--- config.mk ---
export PLATFORM = sky130hd
export DESIGN_NAME = pes_elc_sched_flat
export DESIGN_NICKNAME = d
export VERILOG_FILES = /design/src/rtl/pes_elc_sched_if.sv /design/src/rtl/pes_elc_sched.sv /design/src/flat_wrapper.sv
export SDC_FILE = /design/constraint.sdc
export NUM_CORES = 1
export LEC_CHECK = 0
export CORE_MARGIN = 4
export CORE_UTILIZATION = 49
export CTS_BUF_LIST = sky130_fd_sc_hd__clkbuf_8
export DETAILED_ROUTE_END_ITERATION = 8
export PLACE_DENSITY = 0.73
export SLEW_MARGIN = 40
export SYNTH_ARGS = -nofsm -noshare
export SYNTH_HDL_FRONTEND = slang
export SYNTH_SLANG_ARGS = --single-unit
export TNS_END_PERCENT = 100
--- constraint.sdc ---
create_clock -name clk -period 5.2 [get_ports clk]
set_clock_uncertainty 0.1 [all_clocks]
set_input_delay 1.3 -clock clk [delete_from_list [all_inputs] [get_ports clk]]
set_output_delay 1.3 -clock clk [all_outputs]
set_load 0.01 [all_outputs]
--- src/rtl/pes_elc_sched_if.sv ---
// Signal bundle between the pes_elc_sched scheduler and the pes_elc controller side.
// The slave modport is the scheduler's view; master is the controller/call-button side.
interface pes_elc_sched_if;
  logic [7:0] call_req;
  logic [7:0] cur_floor;
  logic       complete;
  logic       hold;
  logic [7:0] target_floor;
  logic       target_valid;
  logic       sched_dir;
  logic       door_open;
  logic [7:0] pending;
  logic       floor_err;

  modport master (
    output call_req, cur_floor, complete, hold,
    input  target_floor, target_valid, sched_dir, door_open, pending, floor_err
  );

  modport slave (
    input  call_req, cur_floor, complete, hold,
    output target_floor, target_valid, sched_dir, door_open, pending, floor_err
  );
endinterface

--- src/rtl/pes_elc_sched.sv ---
// SCAN request scheduler for the pes_elc controller: latches floor calls, picks the next
// target, retargets to intermediate calls while moving and times the door dwell.
module pes_elc_sched #(
  parameter int unsigned DWELL_CYCLES = 4
) (
  input  logic           clk,
  input  logic           reset,
  pes_elc_sched_if.slave bus
);

  localparam logic [7:0] DwellLoad = 8'(DWELL_CYCLES - 1);

  typedef enum logic [1:0] {StIdle, StSelect, StMove, StDwell} state_e;

  state_e     state_q, state_d;
  logic [7:0] pending_q, pending_d;
  logic [7:0] target_q, target_d;
  logic [7:0] cnt_q, cnt_d;
  logic       dir_q, dir_d;
  logic       valid_q, valid_d;
  logic       err_q, err_d;

  logic [7:0] cur, clr, up_req, dn_req, between;

  function automatic logic [7:0] lowest(input logic [7:0] x);
    return x & (~x + 8'd1);
  endfunction

  function automatic logic [7:0] highest(input logic [7:0] x);
    logic [7:0] r;
    r = '0;
    for (int i = 0; i < 8; i++) begin
      if (x[i]) r = 8'd1 << i;
    end
    return r;
  endfunction

  // Masks of floors strictly below / strictly above a one-hot floor.
  function automatic logic [7:0] below_mask(input logic [7:0] f);
    return f - 8'd1;
  endfunction

  function automatic logic [7:0] above_mask(input logic [7:0] f);
    return ~((f - 8'd1) | f);
  endfunction

  assign cur       = bus.cur_floor;
  assign clr       = (state_q == StDwell) ? target_q : 8'h00;
  assign pending_d = (pending_q | bus.call_req) & ~clr;
  assign up_req    = pending_q & above_mask(cur);
  assign dn_req    = pending_q & below_mask(cur);
  assign between   = dir_q ? (up_req & below_mask(target_q)) : (dn_req & above_mask(target_q));

  always_ff @(posedge clk or negedge reset) begin
    if (!reset) begin
      state_q <= StIdle;
    end else begin
      state_q <= state_d;
    end
  end

  always_ff @(posedge clk or negedge reset) begin
    if (!reset) begin
      pending_q <= 8'h00;
      target_q  <= 8'h01;
      cnt_q     <= 8'h00;
      dir_q     <= 1'b1;
      valid_q   <= 1'b0;
      err_q     <= 1'b0;
    end else begin
      pending_q <= pending_d;
      target_q  <= target_d;
      cnt_q     <= cnt_d;
      dir_q     <= dir_d;
      valid_q   <= valid_d;
      err_q     <= err_d;
    end
  end

  always_comb begin
    state_d  = state_q;
    target_d = target_q;
    cnt_d    = cnt_q;
    dir_d    = dir_q;
    valid_d  = valid_q;
    err_d    = err_q;
    unique case (state_q)
      StIdle: begin
        target_d = cur;
        valid_d  = 1'b0;
        if (pending_q != 8'h00) state_d = StSelect;
      end
      StSelect: begin
        if (!$onehot(cur)) begin
          err_d = 1'b1;
        end else begin
          err_d   = 1'b0;
          valid_d = 1'b1;
          if ((pending_q & cur) != 8'h00) begin
            target_d = cur;
            cnt_d    = DwellLoad;
            state_d  = StDwell;
          end else begin
            state_d = StMove;
            if (dir_q) begin
              if (up_req != 8'h00) begin
                target_d = lowest(up_req);
              end else begin
                dir_d    = 1'b0;
                target_d = highest(dn_req);
              end
            end else begin
              if (dn_req != 8'h00) begin
                target_d = highest(dn_req);
              end else begin
                dir_d    = 1'b1;
                target_d = lowest(up_req);
              end
            end
          end
        end
      end
      StMove: begin
        // Arrival wins over retargeting; nothing can lie strictly between once there.
        if (bus.complete && (cur == target_q)) begin
          cnt_d   = DwellLoad;
          state_d = StDwell;
        end else if (between != 8'h00) begin
          target_d = dir_q ? lowest(between) : highest(between);
        end
      end
      StDwell: begin
        if (!bus.hold) begin
          if (cnt_q == 8'h00) begin
            if (pending_d != 8'h00) begin
              state_d = StSelect;
            end else begin
              state_d = StIdle;
              valid_d = 1'b0;
            end
          end else begin
            cnt_d = cnt_q - 8'd1;
          end
        end
      end
      default: state_d = StIdle;
    endcase
  end

  always_comb begin
    bus.target_floor = target_q;
    bus.target_valid = valid_q;
    bus.sched_dir    = dir_q;
    bus.door_open    = (state_q == StDwell);
    bus.pending      = pending_q;
    bus.floor_err    = err_q;
  end

endmodule

--- src/flat_wrapper.sv ---
// flat-port wrapper written by rule: the top's interface ports become plain ports
module pes_elc_sched_flat 
#(
  parameter int unsigned DWELL_CYCLES = 4
)
  (clk, reset, bus_call_req, bus_cur_floor, bus_complete, bus_hold, bus_target_floor, bus_target_valid, bus_sched_dir, bus_door_open, bus_pending, bus_floor_err);
  pes_elc_sched_if bus_i ();
  input  logic clk;
  input  logic reset;
  input wire logic [$bits(bus_i.call_req)-1:0] bus_call_req;
  input wire logic [$bits(bus_i.cur_floor)-1:0] bus_cur_floor;
  input wire logic [$bits(bus_i.complete)-1:0] bus_complete;
  input wire logic [$bits(bus_i.hold)-1:0] bus_hold;
  output wire logic [$bits(bus_i.target_floor)-1:0] bus_target_floor;
  output wire logic [$bits(bus_i.target_valid)-1:0] bus_target_valid;
  output wire logic [$bits(bus_i.sched_dir)-1:0] bus_sched_dir;
  output wire logic [$bits(bus_i.door_open)-1:0] bus_door_open;
  output wire logic [$bits(bus_i.pending)-1:0] bus_pending;
  output wire logic [$bits(bus_i.floor_err)-1:0] bus_floor_err;
  assign bus_i.call_req = bus_call_req;
  assign bus_i.cur_floor = bus_cur_floor;
  assign bus_i.complete = bus_complete;
  assign bus_i.hold = bus_hold;
  assign bus_target_floor = bus_i.target_floor;
  assign bus_target_valid = bus_i.target_valid;
  assign bus_sched_dir = bus_i.sched_dir;
  assign bus_door_open = bus_i.door_open;
  assign bus_pending = bus_i.pending;
  assign bus_floor_err = bus_i.floor_err;
  pes_elc_sched #(.DWELL_CYCLES(DWELL_CYCLES)) u_core (.clk(clk), .reset(reset), .bus(bus_i));
endmodule
# Word level (Yosys, flattened, before mapping)
# Cells that the tools add are included.
[totals]
ff_bits = 29
input_bits = 20
wordCells = 118
[classes]
add_sub_neg = 12
eq_ne = 15
mux = 50
n_bitwise = 17
reduce_logical = 17
[op_table]
columns = ["operator", "count"]
rows = [
  ["two-way mux 8 bit", 20],
  ["AND 8 bit", 8],
  ["one-hot mux 8 bit (3 select lines)", 2],
  ["nonzero test 8 bit", 6],
  ["NOT 8 bit", 5],
  ["OR 8 bit", 3],
  ["subtractor 8 x 1 -> 8 bit (second input constant)", 3],
  ["adder 8 x 1 -> 8 bit (second input constant)", 2],
  ["two-way mux 2 bit", 7],
  ["adder 4 bit", 3],
  ["two-way mux 1 bit", 12],
  ["inequality test 2 x 1 -> 1 bit (second input constant)", 6],
  ["AND reduction 5 bit", 2],
  ["nonzero test 3 bit", 3],
  ["adder 1 x 1 -> 2 bit", 4],
  ["== test 8 bit", 1],
  ["zero test 8 bit", 1],
  ["two-way mux 4 bit", 2],
  ["inequality test 2 bit (second input constant)", 4],
  ["one-hot mux 2 bit (4 select lines)", 1],
  ["two-way mux 7 bit", 1],
  ["two-way mux 3 bit", 2],
  ["two-way mux 6 bit", 1],
  ["AND reduction 6 bit", 1],
  ["other kinds (10)", 11],
]

# Depth between registers and ports, before layout
[logic_depth]
ltp_word = 18
mapped_depth = 15
mapped_depth_nobuf = 14

# Worst setup path after synthesis
# OpenSTA, ideal clock, no wires.
[synth_path]
path_kind = "input-to-reg"
start = "in bus_cur_floor[0]"
end = "reg u_core.target_q[3] (netlist: u_core.bus.target_floor[3])"
arrival_time_ns = 4.632
path_slack_ns = 0.328
path_stages = 14
path_cell_list = "inv_1 ha_1 inv_1 fa_1 fa_1 inv_1 ha_1 fa_1 nor4b_1 nand2b_1 nand2_1 a311oi_2 buf_2 a41oi_1"
[synth_between]
elab_chain_cells = 15
elab_cells_between_ends = 48
classes_between = "6 x add/sub; 5 x eq/ne; 20 x mux; 11 x bitwise; 6 x reduce/logical"
[synth_rtl]
columns = ["element", "line_no", "rtl"]
rows = [
  ["start, declared", "flat_wrapper.sv:11", "input wire logic [$bits(bus_i.cur_floor)-1:0] bus_cur_floor;"],
  ["branches (longest 15 deep; another with subtractor 8 x 1 -> 8 bit)", "n/a", ""],
  ["end signal, assigned", "pes_elc_sched.sv:72", "target_q <= target_d;"],
  ["end, declared", "pes_elc_sched.sv:17", "logic [7:0] target_q, target_d;"],
]
# Parallel ways; which one is timed is not known. The select of a mux whose other input is x is not followed.
# A chain may end at the register's enable or synchronous reset.

# Worst setup path after layout
[layout_path]
start = "in bus_cur_floor[2]"
end = "reg u_core.cnt_q[4]"
[layout_between]
elab_chain_cells = 6
elab_cells_between_ends = 12
classes_between = "3 x add/sub; 5 x eq/ne; 1 x bitwise; 3 x reduce/logical"
[layout_rtl]
columns = ["element", "line_no", "rtl"]
rows = [
  ["adder 1 x 1 -> 2 bit (not written as such)", "pes_elc_sched.sv:94", "if (!$onehot(cur)) begin"],
  ["adder 4 bit (not written as such) (2 in a row)", "pes_elc_sched.sv:94", ""],
  ["== test 4 x 1 -> 1 bit", "pes_elc_sched.sv:94", ""],
  ["inequality test 2 x 1 -> 1 bit (no line)", "n/a", ""],
  ["AND reduction 6 bit (no line) *", "n/a", ""],
  ["end signal, assigned", "pes_elc_sched.sv:73", "cnt_q <= cnt_d;"],
  ["end, declared", "pes_elc_sched.sv:18", "logic [7:0] cnt_q, cnt_d;"],
]
# Mark *: on every way between the ends. The rest lies on a longest branch, timed or not.

==> impl_metrics.env <==
export IMPL_layout_drive_gt1_share=0.1057
export IMPL_start_util=0.5077
export IMPL_r2r_cells=13
export IMPL_route_detailed_drc=0
export IMPL_setup_viol=0
export IMPL_timing_final_crit_share=0.9600
export IMPL_post_drt_wl_per_cell_um=17.59
export IMPL_syn_inst=347
export IMPL_total_power_mw=1.804
export IMPL_htreeDepth=2
export IMPL_core_rowCount=27
export IMPL_status="completed"
export IMPL_r2r_end="u_core.bus.target_floor[4]$_DFFE_PN0P_"
export IMPL_clk_transition_reported_paths_ns=0.06
export IMPL_rsz0062_at_grt="no"
export IMPL_synthTopCellsByCount="inv_1, nand2_1, ha_1"
export IMPL_dp_cells=471
export IMPL_cts_tree="done"
export IMPL_tns_ns=0
export IMPL_coreArea_mm2=0.005540
export IMPL_overflow=0
export IMPL_die_area_mm2=0.007017
export IMPL_r2r_setup_slack_ns=2.06
export IMPL_hold_viol=0
export IMPL_numPortBuffers=39
export IMPL_synth_edf_count=0
export IMPL_cts_resized=0
export IMPL_nNetsFinal=460
export IMPL_clock_sinks=29
export IMPL_antenna_found_initial=0
export IMPL_synth_ff_type="dfrtp_1"
export IMPL_ioPinCount=40
export IMPL_async_flop_share=1.000
export IMPL_wl_um=8426
export IMPL_vias=2930
export IMPL_dp_hpwl_um=6562
export IMPL_routabilityCongestion=0.9274
export IMPL_syn_area_mm2=0.002813
export IMPL_area_growth_pct=25.89
export IMPL_path_max_fanout=14
export IMPL_slew_violations=0
export IMPL_grt_pass1_vias=2884
export IMPL_finish_utilization=0.6391
export IMPL_synth_area_top_cells="dfrtp_1, ha_1, inv_1"
export IMPL_grt_start_max_net_pins=30
export IMPL_min_to="u_core.bus.target_valid$_DFFE_PN0P_"
export IMPL_grt_pass1_wl_um=14100
export IMPL_synth_warnings=0
export IMPL_fmax_ghz=0.2003
export IMPL_min_from="u_core.bus.target_valid$_DFFE_PN0P_"
export IMPL_cts_hold_buf=0
export IMPL_slew_headroom=0.4916
export IMPL_antennaDiodeCount=0
export IMPL_whs_path_depth=2
export IMPL_cp_arrival_ns=5.06
export IMPL_synth_top_cell_by_area="dfrtp_1"
export IMPL_critPathKind="in -> reg"
export IMPL_postLayoutCellArea_mm2=0.003541
export IMPL_critPathCaptureType="flip-flop"
export IMPL_yosys_area_top_type_share=0.2402
export IMPL_place_area_mm2=0.003427
export IMPL_powerDensity_mw_per_mm2=509.3
export IMPL_final_cell_count_no_fill=479
export IMPL_cts_setup_buffers=0
export IMPL_p_leak_nw=1.626
export IMPL_root_buffer="clkbuf_8"
export IMPL_r2r_start="u_core.bus.target_floor[1]$_DFFE_PN0P_"
export IMPL_syn_area_per_cell_um2=8.106
export IMPL_vias_per_cell=6.117
export IMPL_ir_worst_vdd_mv=0.3213
export IMPL_die_h_um=83.77
export IMPL_hold_path_class="reg -> reg"
export IMPL_drt_iter0_markers=288
export IMPL_synth_seq_cells=29
export IMPL_synth_most_common_cell="inv_1"
export IMPL_cts_made_buffers=5
export IMPL_maxCapViolations=0
export IMPL_critPathLaunchType="input pin"
export IMPL_insertion_delay_ns=0.29
export IMPL_grt_total_usage=0.2485
export IMPL_die_x_um=83.77
export IMPL_cts_buffer_depth=2
export IMPL_drt_pre_antenna_iters=5
export IMPL_fin_crit_ns=4.992
export IMPL_yosysUniqueCellTypes=57
export IMPL_cp_required_ns=5.27
export IMPL_syn_nets=401
export IMPL_tightestPinTransition_ns=0.7627
export IMPL_ant_nets=0
export IMPL_yosysSeqAreaShare=0.2589
## power breakdown
part | internal [mW] | switching [mW] | leakage (nW)
clock network | 0.104 | 0.0887 | 0.0538
logic | 0.514 | 0.585 | 1.24
registers | 0.329 | 0.183 | 0.332
## cells in the final DEF, fill, tap and decap left out, types with 7 or more instances in the layout
master / synthesis / routed
inv_1: 41 / 43
nand2_1: 39 / 39
clkdlybuf4s50_1: 0 / 35
ha_1: 30 / 30
dfrtp_1: 27 / 27
buf_4: 0 / 26
nor2_1: 23 / 23
nand3_1: 21 / 21
nand4_1: 15 / 15
a21oi_1: 14 / 14
nor3_1: 13 / 13
xnor2_1: 8 / 8
mux2i_1: 7 / 7
## metal layers
metal | vias to the layer above | track usage | share of wire
li1 | 1391 | - | -
met4 | 0 | 0.08480 | 0.027
met2 | 128 | 0.3948 | 0.45
met1 | 1391 | 0.3425 | 0.45
met5 | - | 0 | 0
met3 | 20 | 0.04047 | 0.070
## state kept, by name (all words and copies together), names as in the netlist
name                     count
u_core.bus.floor_err         1
u_core.bus.pending           8
u_core.bus.sched_dir         1
u_core.bus.target_floor      8
u_core.bus.target_valid      1
u_core.cnt_q                 8
u_core.state_q               2
## logic make-up after synthesis
logic type,Yosys count,share of synthesized area
AO/OA/AOI/OAI,66,0.1802
XOR/XNOR,8,0.02491
adder cells (fa/ha/maj),34,0.1619
buffers and inverters,54,0.07651
flip-flops,29,0.2589
multiplexers,7,0.02491
AND/OR/NAND/NOR,149,0.2727
## cell type report
cell class | instances | area [µm²]
clock buffer | 6 | 82.58
tap | 72 | 90.09
fill | 523 | 1999
timing repair buffer | 65 | 595.6
multi-input combinational | 264 | 1883
clock inverter | 2 | 7.507
sequential | 29 | 728.2
inverter | 41 | 153.9
## metrics by stage
step,setup WS [ns],hold slack (ns)
2_1_floorplan,0.3283,0.3926
3_3_place_gp,-0.07815,0.4121
3_5_place_dp,-0.1803,0.4116
4_1_cts,0.1084,0.4254
5_1_grt,0.006410,0.4675
6_report,0.2081,0.4266
## worst max path at each step
stage | to | from | slack (ns) | depth (start not counted)
6_report | u_core.cnt_q[4]$_DFFE_PN0P_ | bus_cur_floor[2] | 0.21 | 17
5_1_grt | u_core.bus.target_floor[5]$_DFFE_PN0P_ | bus_cur_floor[2] | 0.006 | 18
4_1_cts | u_core.bus.target_floor[5]$_DFFE_PN0P_ | bus_cur_floor[0] | 0.11 | 18
3_5_place_dp | u_core.bus.target_floor[5]$_DFFE_PN0P_ | bus_cur_floor[0] | -0.18 | 18
3_3_place_gp | u_core.state_q[0]$_DFFE_PN0P_ | bus_cur_floor[0] | -0.08 | 18
2_1_floorplan | u_core.bus.target_floor[3]$_DFFE_PN0P_ | bus_cur_floor[0] | 0.33 | 14
## worst max-delay path, stage by stage
cell	delay (ns)
clkdlybuf4s50_1	0.50
inv_1	0.07
ha_1	0.28
inv_1	0.06
fa_2	0.37
fa_1	0.50
inv_1	0.04
ha_1	0.20
fa_1	0.45
nor4b_2	0.29
buf_4	0.15
nand2b_1	0.12
buf_4	0.12
nand4b_1	0.10
buf_4	0.22
mux2i_1	0.21
nand2_1	0.08
(Power assumes the default switching activity.)
